File: config.mk
export PLATFORM = sky130hd
export DESIGN_NAME = midi_note_tracker
export DESIGN_NICKNAME = d
export VERILOG_FILES = /design/src/rtl/midi_note_tracker.sv
export SDC_FILE = /design/constraint.sdc
export NUM_CORES = 1
export LEC_CHECK = 0
export ABC_CLOCK_PERIOD_IN_PS = 3380
export BUFFER_PORTS_ARGS = -buffer_cell sky130_fd_sc_hd__buf_2
export CAP_MARGIN = 20
export CORE_MARGIN = 2
export CORE_UTILIZATION = 50
export CTS_BUF_LIST = sky130_fd_sc_hd__clkbuf_8 sky130_fd_sc_hd__clkbuf_16
export CTS_CLUSTER_DIAMETER = 40
export DETAILED_ROUTE_END_ITERATION = 8
export GPL_TIMING_DRIVEN = 0
export PLACE_DENSITY = 0.73
export SLEW_MARGIN = 20
export SYNTH_ARGS = -nofsm -noshare
export SYNTH_HDL_FRONTEND = slang
export SYNTH_SLANG_ARGS = --single-unit
File: constraint.sdc
create_clock -name clk_in -period 3.38 [get_ports clk_in]
set_input_delay 0.676 -clock clk_in [delete_from_list [all_inputs] [get_ports clk_in]]
set_output_delay 0.676 -clock clk_in [all_outputs]
set_load 0.01 [all_outputs]
File: src/rtl/midi_note_tracker.sv
// midi_note_tracker
// Keeps a table of currently held MIDI notes, fed by the note events that
// midi_decode produces. Each accepted event is resolved by a sequential scan
// over all slots (one slot per clock), followed by a single apply cycle that
// performs the table write.
//
// Event interface: event_valid_in is a one-cycle strobe with no ready signal.
// The tracker accepts a strobe only while busy_out is low (IDLE). A strobe
// that passes the channel filter while busy_out is high is discarded, and
// drop_out pulses in the following cycle. Strobes that fail the channel filter
// are ignored without any indication.
//
// Ports:
//   clk_in            system clock
//   rst_in            synchronous active-high reset
//   event_valid_in    one-cycle note event strobe
//   status_in         1 = note-on, 0 = note-off
//   channel_in        MIDI channel
//   note_in           note number (bit 7 ignored)
//   velocity_in       velocity (bit 7 ignored)
//   panic_in          all-notes-off request
//   busy_out          high while an event is being processed
//   active_out        per-slot valid bits
//   notes_out         slot k note at [7k+6:7k]
//   velocities_out    slot k velocity at [7k+6:7k]
//   channels_out      slot k channel at [4k+3:4k]
//   active_count_out  number of valid slots
//   update_out        one-cycle pulse when the table changed
//   drop_out          one-cycle pulse when an event was discarded
//   state_out         FSM state (0 IDLE, 1 SCAN, 2 APPLY), for observation
module midi_note_tracker #(
   parameter int NUM_SLOTS      = 8,
   parameter int OMNI           = 1,
   parameter int LISTEN_CHANNEL = 0
) (
   input  logic                           clk_in,
   input  logic                           rst_in,
   input  logic                           event_valid_in,
   input  logic                           status_in,
   input  logic [3:0]                     channel_in,
   input  logic [7:0]                     note_in,
   input  logic [7:0]                     velocity_in,
   input  logic                           panic_in,
   output logic                           busy_out,
   output logic [NUM_SLOTS-1:0]           active_out,
   output logic [7*NUM_SLOTS-1:0]         notes_out,
   output logic [7*NUM_SLOTS-1:0]         velocities_out,
   output logic [4*NUM_SLOTS-1:0]         channels_out,
   output logic [$clog2(NUM_SLOTS+1)-1:0] active_count_out,
   output logic                           update_out,
   output logic                           drop_out,
   output logic [1:0]                     state_out
);

   localparam int IW = $clog2(NUM_SLOTS);
   localparam int CW = $clog2(NUM_SLOTS + 1);
   localparam logic [IW-1:0] LAST_IDX = IW'(NUM_SLOTS - 1);

   typedef enum logic [1:0] {
      IDLE  = 2'd0,
      SCAN  = 2'd1,
      APPLY = 2'd2
   } state_t;

   state_t state_q, state_d;

   // latched event
   logic          lat_on_q;
   logic [3:0]    lat_ch_q;
   logic [6:0]    lat_note_q;
   logic [6:0]    lat_vel_q;

   // scan results
   logic [IW-1:0] idx_q;
   logic          match_found_q, free_found_q;
   logic [IW-1:0] match_idx_q, free_idx_q;
   logic [IW-1:0] steal_q;

   // note table
   logic [NUM_SLOTS-1:0] valid_q;
   logic [6:0]           note_q [NUM_SLOTS];
   logic [6:0]           vel_q  [NUM_SLOTS];
   logic [3:0]           ch_q   [NUM_SLOTS];
   logic [CW-1:0]        count_q;

   logic update_q, drop_q;

   logic chan_ok, accept, hit, empty_slot;
   logic unused_bits;

   assign unused_bits = note_in[7] ^ velocity_in[7];

   assign chan_ok    = (OMNI != 0) || (channel_in == 4'(LISTEN_CHANNEL));
   assign accept     = (state_q == IDLE) && event_valid_in && chan_ok && !panic_in;
   assign hit        = valid_q[idx_q] && (note_q[idx_q] == lat_note_q) && (ch_q[idx_q] == lat_ch_q);
   assign empty_slot = !valid_q[idx_q];

   always_comb begin
      state_d = state_q;
      case (state_q)
         IDLE:    if (accept) state_d = SCAN;
         SCAN:    if (idx_q == LAST_IDX) state_d = APPLY;
         APPLY:   state_d = IDLE;
         default: state_d = IDLE;
      endcase
      if (panic_in) state_d = IDLE;
   end

   always_ff @(posedge clk_in) begin
      if (rst_in) begin
         state_q       <= IDLE;
         lat_on_q      <= 1'b0;
         lat_ch_q      <= '0;
         lat_note_q    <= '0;
         lat_vel_q     <= '0;
         idx_q         <= '0;
         match_found_q <= 1'b0;
         free_found_q  <= 1'b0;
         match_idx_q   <= '0;
         free_idx_q    <= '0;
         steal_q       <= '0;
         valid_q       <= '0;
         count_q       <= '0;
         update_q      <= 1'b0;
         drop_q        <= 1'b0;
         for (int k = 0; k < NUM_SLOTS; k++) begin
            note_q[k] <= '0;
            vel_q[k]  <= '0;
            ch_q[k]   <= '0;
         end
      end else begin
         state_q  <= state_d;
         update_q <= 1'b0;
         drop_q   <= 1'b0;
         if (panic_in) begin
            // update only reported if something was actually held
            update_q <= |valid_q;
            valid_q  <= '0;
            count_q  <= '0;
            steal_q  <= '0;
            for (int k = 0; k < NUM_SLOTS; k++) begin
               note_q[k] <= '0;
               vel_q[k]  <= '0;
               ch_q[k]   <= '0;
            end
         end else begin
            if ((state_q != IDLE) && event_valid_in && chan_ok) drop_q <= 1'b1;
            case (state_q)
               IDLE: begin
                  if (accept) begin
                     // note-on with zero velocity is a note-off
                     lat_on_q      <= status_in && (velocity_in[6:0] != 7'd0);
                     lat_ch_q      <= channel_in;
                     lat_note_q    <= note_in[6:0];
                     lat_vel_q     <= velocity_in[6:0];
                     idx_q         <= '0;
                     match_found_q <= 1'b0;
                     free_found_q  <= 1'b0;
                  end
               end
               SCAN: begin
                  if (hit && !match_found_q) begin
                     match_found_q <= 1'b1;
                     match_idx_q   <= idx_q;
                  end
                  if (empty_slot && !free_found_q) begin
                     free_found_q <= 1'b1;
                     free_idx_q   <= idx_q;
                  end
                  idx_q <= idx_q + IW'(1);
               end
               APPLY: begin
                  if (lat_on_q) begin
                     update_q <= 1'b1;
                     if (match_found_q) begin
                        vel_q[match_idx_q] <= lat_vel_q;
                     end else if (free_found_q) begin
                        valid_q[free_idx_q] <= 1'b1;
                        note_q[free_idx_q]  <= lat_note_q;
                        vel_q[free_idx_q]   <= lat_vel_q;
                        ch_q[free_idx_q]    <= lat_ch_q;
                        count_q             <= count_q + CW'(1);
                     end else begin
                        // table full: steal round-robin, slot stays valid
                        note_q[steal_q] <= lat_note_q;
                        vel_q[steal_q]  <= lat_vel_q;
                        ch_q[steal_q]   <= lat_ch_q;
                        steal_q         <= (steal_q == LAST_IDX) ? '0 : steal_q + IW'(1);
                     end
                  end else if (match_found_q) begin
                     update_q             <= 1'b1;
                     valid_q[match_idx_q] <= 1'b0;
                     note_q[match_idx_q]  <= '0;
                     vel_q[match_idx_q]   <= '0;
                     ch_q[match_idx_q]    <= '0;
                     count_q              <= count_q - CW'(1);
                  end
               end
               default: ;
            endcase
         end
      end
   end

   always_comb begin
      notes_out      = '0;
      velocities_out = '0;
      channels_out   = '0;
      for (int k = 0; k < NUM_SLOTS; k++) begin
         notes_out[7*k +: 7]      = note_q[k];
         velocities_out[7*k +: 7] = vel_q[k];
         channels_out[4*k +: 4]   = ch_q[k];
      end
   end

   assign busy_out         = (state_q != IDLE);
   assign active_out       = valid_q;
   assign active_count_out = count_q;
   assign update_out       = update_q;
   assign drop_out         = drop_q;
   assign state_out        = state_q;

endmodule

Yosys cells after proc, flatten, opt, wreduce, memory -nomap -nowiden. Memories as Yosys holds them, arrays and structs flattened. A register that Yosys moved wholly into a read port is not among the register bits. Index checks and enable logic that the tools add are counted. Widths: inputs -> output; s select.

Register bits: 49. Bits in writable memories: 144. Word-level logic and storage cells: 224. Output and inout bits: 161. Memories: 3.

Memory list: note_q (words 8, width 7, read ports 9, clocked after Yosys merged registers in 1, write ports 8, RTL line 81) `logic [6:0] note_q [NUM_SLOTS];`; vel_q (words 8, width 7, read ports 8, clocked after Yosys merged registers in 0, write ports 8, RTL line 82) `logic [6:0] vel_q [NUM_SLOTS];`; ch_q (words 8, width 4, read ports 9, clocked after Yosys merged registers in 1, write ports 8, RTL line 83) `logic [3:0] ch_q [NUM_SLOTS];`.

Magnitude comparators: 5. $add $sub $neg: 4. Multiplexer cells: 115. Equality and inequality tests: 11. Bitwise operators: 31. Reductions and logical operators: 40.

Operators by type and width (count): $mux 7 (23); $mux 4 (15); $mux 1 (49); $mux 3 (15); $reduce_or 7->1 (6); $mux 8 (4); $or 1x1->1 (25); $reduce_and 4->1 (4); $lt 3x4->1 const B (3); $reduce_and 3->1 (4); $reduce_or 4->1 (3); $logic_and 1x1->1 (10); $ne 2x2->1 const B (5); $and 8x8->8 (1); $not 8->8 (1); $or 8x8->8 (1); $reduce_bool 2->1 (4); $reduce_or 8->1 (1); $eq 7x7->1 (1); $reduce_bool 7->1 (1); $add 3x1->3 const B (2); $demux 1 s3 (2); $eq 3x3->1 const B (2); $ge 3x1->1 const B (2); 15 further kinds (22).

Depth between registers and ports, before layout.
Depth in word-level cells: 11. Gate-level depth with buffers: 11. Gate-level depth less buffers: 8.

Worst setup path after synthesis. Ideal clock, no wire load.

Path type: input to register. Start: input panic_in. End: memory ch_q[4][0] (enable). Cell stages on the path: 10. Library setup time: 345 ps. Data arrival time: 2819 ps. Data required time: 3035 ps. Path slack: 216 ps. Cell sequence: buf_6 -> or4b_1 -> buf_2 -> nor3_4 -> mux2_2 -> mux2i_4 -> and2_1 -> nand2_1 -> buf_2 -> nand2_1.

RTL lines: from (decl) (RTL line 43) `input logic panic_in,`; to (decl) (RTL line 83).

==> impl_metrics.py <==
metrics = {
    "logic_synthesis": {
        "synth_compound_gate_area_share": 0.0425,
        "synthMuxAreaShare": 0.100,
        "async_flop_share": 0,
        "combinational_family_with_the_most_area_after_synthesis": "simple AND/OR/NAND/NOR gates",
        "cell_accounting_for_the_most_synthesized_area": "sky130_fd_sc_hd__edfxtp_1",
        "synth_top_cells_by_area": "sky130_fd_sc_hd__edfxtp_1 (51%), sky130_fd_sc_hd__dfxtp_1 (12%), sky130_fd_sc_hd__nor2_1 (7.7%)",
        "mappedNetlistNets": 744,
        "synthFlopType": "sky130_fd_sc_hd__edfxtp_1",
        "syn_area_sq_um": 8420,
        "post_synth.cell_area_avg_sq_um": 11.8,
        "yosys.area.top_type_share": 0.514,
        "synthXorXnorAreaFrac": 0.0166,
        "fraction_of_the_mapped_netlist_area_in_simple_logic_gates": 0.168,
        "synth_sequential_area_ratio": 0.637,
        "yosys.area_share.adder": 0.0113,
        "yosys_reg_bits": 196,
        "synth.most_common_cell": "sky130_fd_sc_hd__nor2_1",
        "synth_cell_type_count": 48,
        "yosys-top-cells-count": "sky130_fd_sc_hd__nor2_1 (172), sky130_fd_sc_hd__edfxtp_1 (144), sky130_fd_sc_hd__nand2_1 (92)",
        "synth_enable_flop_cells": 144,
        "ys_warn_count": 0,
        "syn_inst": 712,
    },
    "die": {
        "floorplan.die.width_um": 134,
        "core_sq_um": 16500,
        "initial_core_utilization": 0.509,
        "die_area_sq_um": 17900,
        "num_rows": 47,
        "pin_count": 186,
        "fp.dieH_um": 134,
    },
    "place": {
        "routabilityCongestion": 0.846,
        "place_area_sq_um": 9600,
        "port_buffers": 181,
        "detailedPlace.worstSlack_ns": -0.378,
        "hpwl_um": 15400,
        "dpl.cell_count": 1113,
    },
    "global_routing": {
        "grt_antenna_before_repair": 0,
        "grt_pass1_vias": 5910,
        "grt_max_degree": 20,
        "track_usage": 0.246,
        "leftover_overflow_at_the_end_of_global_routing": 0,
        "first_pass_grt_wire_length_um": 32800,
    },
    "detailed_routing": {
        "drtIter0Drc": 571,
        "wl_met3_um": 1440,
        "ant_nets": 0,
        "wl_um": 21600,
        "detailroute.via_count": 6269,
        "drc_errors": 0,
        "met2RoutedLength_um": 10500,
        "drt_pass_1_iters": 5,
        "dr.max_layer_used": "met4",
        "met1_length_um": 9380,
        "drt-wirelength-per-cell_um": 18.9,
        "via_per_inst": 5.48,
    },
    "critical_path": {
        "arr_time_crit_path_ns": 3.26,
        "critPathKind": "reg -> reg",
        "cp_max_fo": 11,
        "startpoint_type": "flip-flop",
        "crit_path_end_kind": "flip-flop",
        "worst-endpoint-required_ns": 3.42,
    },
    "clocking": {
        "h_tree_levels": 4,
        "cts_root_buf": "sky130_fd_sc_hd__clkbuf_16",
        "clock-sinks": 196,
        "clockBufferDepth": 2,
        "clk-insertion-delay-late_ns": 0.45,
        "tritoncts": "done",
        "cts_buffers": 17,
        "worst_setup_hold_path_clk_slew_ns": 0.07,
        "postCtsHoldBufs": 0,
    },
    "sta": {
        "post-route-period-util": 0.952,
        "setup_ws_ns": 0.161,
        "setup-violations-final": 0,
        "grt_setup_unrepaired": "false",
        "timing.setup.tns_ns": 0,
        "timing.final.crit_period_ns": 3.22,
        "max_clock_freq_mhz": 311,
        "timing.slew.headroom": 0.364,
        "max_slew.worst_pin.slew_ns": 0.950,
        "finClkSkew_ns": 0.0121,
        "finalHoldViolations": 0,
        "maxSlewViolCount": 0,
    },
    "layout": {
        "stdcell_area_sq_um": 10200,
        "area_delta_synth_final_pct": 20.8,
        "number_of_nets_in_the_finished_design": 944,
        "instances_no_fill": 1145,
        "post_route_cells_drive_above_1_share": 0.283,
        "fillCellCount": 1371,
        "insertedDiodeCount": 0,
    },
    "outcome": {
        "status": "completed",
    },
    "power": {
        "power-per-cell-area_nw_per_um2": 494,
        "fin_total_pwr_w": 0.00503,
        "power.static_leakage_nw": 4.02,
        "ir_drop_mv": 0.389,
    },
    "run": {
        "maxCapViolCount": 0,
    },
    "hold_path": {
        "min-delay-path-class": "reg -> reg",
    },
}
-- routing by layer --
metal,global-route usage,up-vias
met5,0,-
met4,0.0691,0
met2,0.385,262
li1,-,2924
met3,0.0556,32
met1,0.347,3051
-- worst paths after layout --
kind,to,slack (ns),cells after the start,start
min reg2reg,lat_vel_q[2],0.46,2,lat_vel_q[2]
max reg2reg,ch_q[3][3],0.16,10,state_out[1]
min,lat_vel_q[2],0.46,2,lat_vel_q[2]
max,ch_q[3][3],0.16,10,state_out[1]
-- layout by cell type (no fill, tap or decap), types with 8 or more instances in the layout --
| cell type | netlist | layout |
|---|---|---|
| sky130_fd_sc_hd__a21oi_1 | 35 | 35 |
| sky130_fd_sc_hd__nor3_1 | 18 | 18 |
| sky130_fd_sc_hd__clkbuf_16 | 0 | 17 |
| sky130_fd_sc_hd__xor2_1 | 10 | 10 |
| sky130_fd_sc_hd__mux2i_1 | 35 | 35 |
| sky130_fd_sc_hd__nor2_1 | 172 | 172 |
| sky130_fd_sc_hd__nand2b_1 | 13 | 13 |
| sky130_fd_sc_hd__mux2_2 | 8 | 8 |
| sky130_fd_sc_hd__buf_2 | 15 | 196 |
| sky130_fd_sc_hd__clkbuf_1 | 19 | 19 |
| sky130_fd_sc_hd__dfxtp_1 | 52 | 52 |
| sky130_fd_sc_hd__nand3_1 | 8 | 8 |
| sky130_fd_sc_hd__mux4_2 | 11 | 11 |
| sky130_fd_sc_hd__nand2_1 | 92 | 87 |
| sky130_fd_sc_hd__edfxtp_1 | 144 | 144 |
-- cells by family (layout without fill, tap and decap cells) --
kind of cell | after synthesis | count (layout)
AOI/OAI and AO/OA | 61 | 61
xor gates and xnor gates | 16 | 16
adders and majority gates | 7 | 7
buffers and inverters | 40 | 253
DFF | 196 | 196
muxes | 60 | 60
and+or+nand+nor | 332 | 332
-- critical path: stages, from the launching register on --
cell                       delay [ns]
sky130_fd_sc_hd__dfxtp_1         0.49
sky130_fd_sc_hd__or4b_1          0.46
sky130_fd_sc_hd__buf_2           0.18
sky130_fd_sc_hd__nand2b_1        0.15
sky130_fd_sc_hd__buf_2           0.17
sky130_fd_sc_hd__buf_2           0.21
sky130_fd_sc_hd__a21oi_1         0.24
sky130_fd_sc_hd__nor2_1          0.10
sky130_fd_sc_hd__nand2_1         0.11
sky130_fd_sc_hd__buf_2           0.28
sky130_fd_sc_hd__nand2_1         0.43
-- cell type report --
cell class                 count  area, sq um  share of cell area
sequential                   196         5370               0.528
inverter                       2         7.51            0.000738
timing repair buffer         181          906              0.0891
tap                          220          275              0.0271
multi-input combinational    476         2860               0.282
clock buffer                  17          425              0.0418
buffer                        38          193              0.0189
clock inverter                15          134              0.0132
-- power breakdown --
group          internal (W)  leakage, nW  switching [W]
sequential          0.00267         2.00      0.0000529
combinational      0.000138         1.74       0.000232
clock              0.000976        0.281       0.000959
total               0.00378         4.02        0.00124
-- metrics by stage --
| stage | hold slack [ns] | util |
|---|---|---|
| detailed placement | 0.449 | 0.581 |
| global placement | 0.442 | 0.581 |
| floorplan | 0.437 | - |
| finish | 0.457 | 0.615 |
| global route | 0.481 | 0.615 |
| CTS | 0.459 | 0.615 |
-- what timing repair did --
action                     in CTS  in global routing
setup endpoints to repair       0                 52
resized for setup               0                  5
setup buffers                   0                  0
-- flip-flops by register name (all words and copies together), names as in the netlist, 4 cells and up, named ones only --
register and count:
vel_q 56, active_count_out 4, lat_ch_q 4, active_out 8, lat_vel_q 7, ch_q 32, note_q 56, lat_note_q 7
No activity file was read; power rests on OpenSTA's default activity.
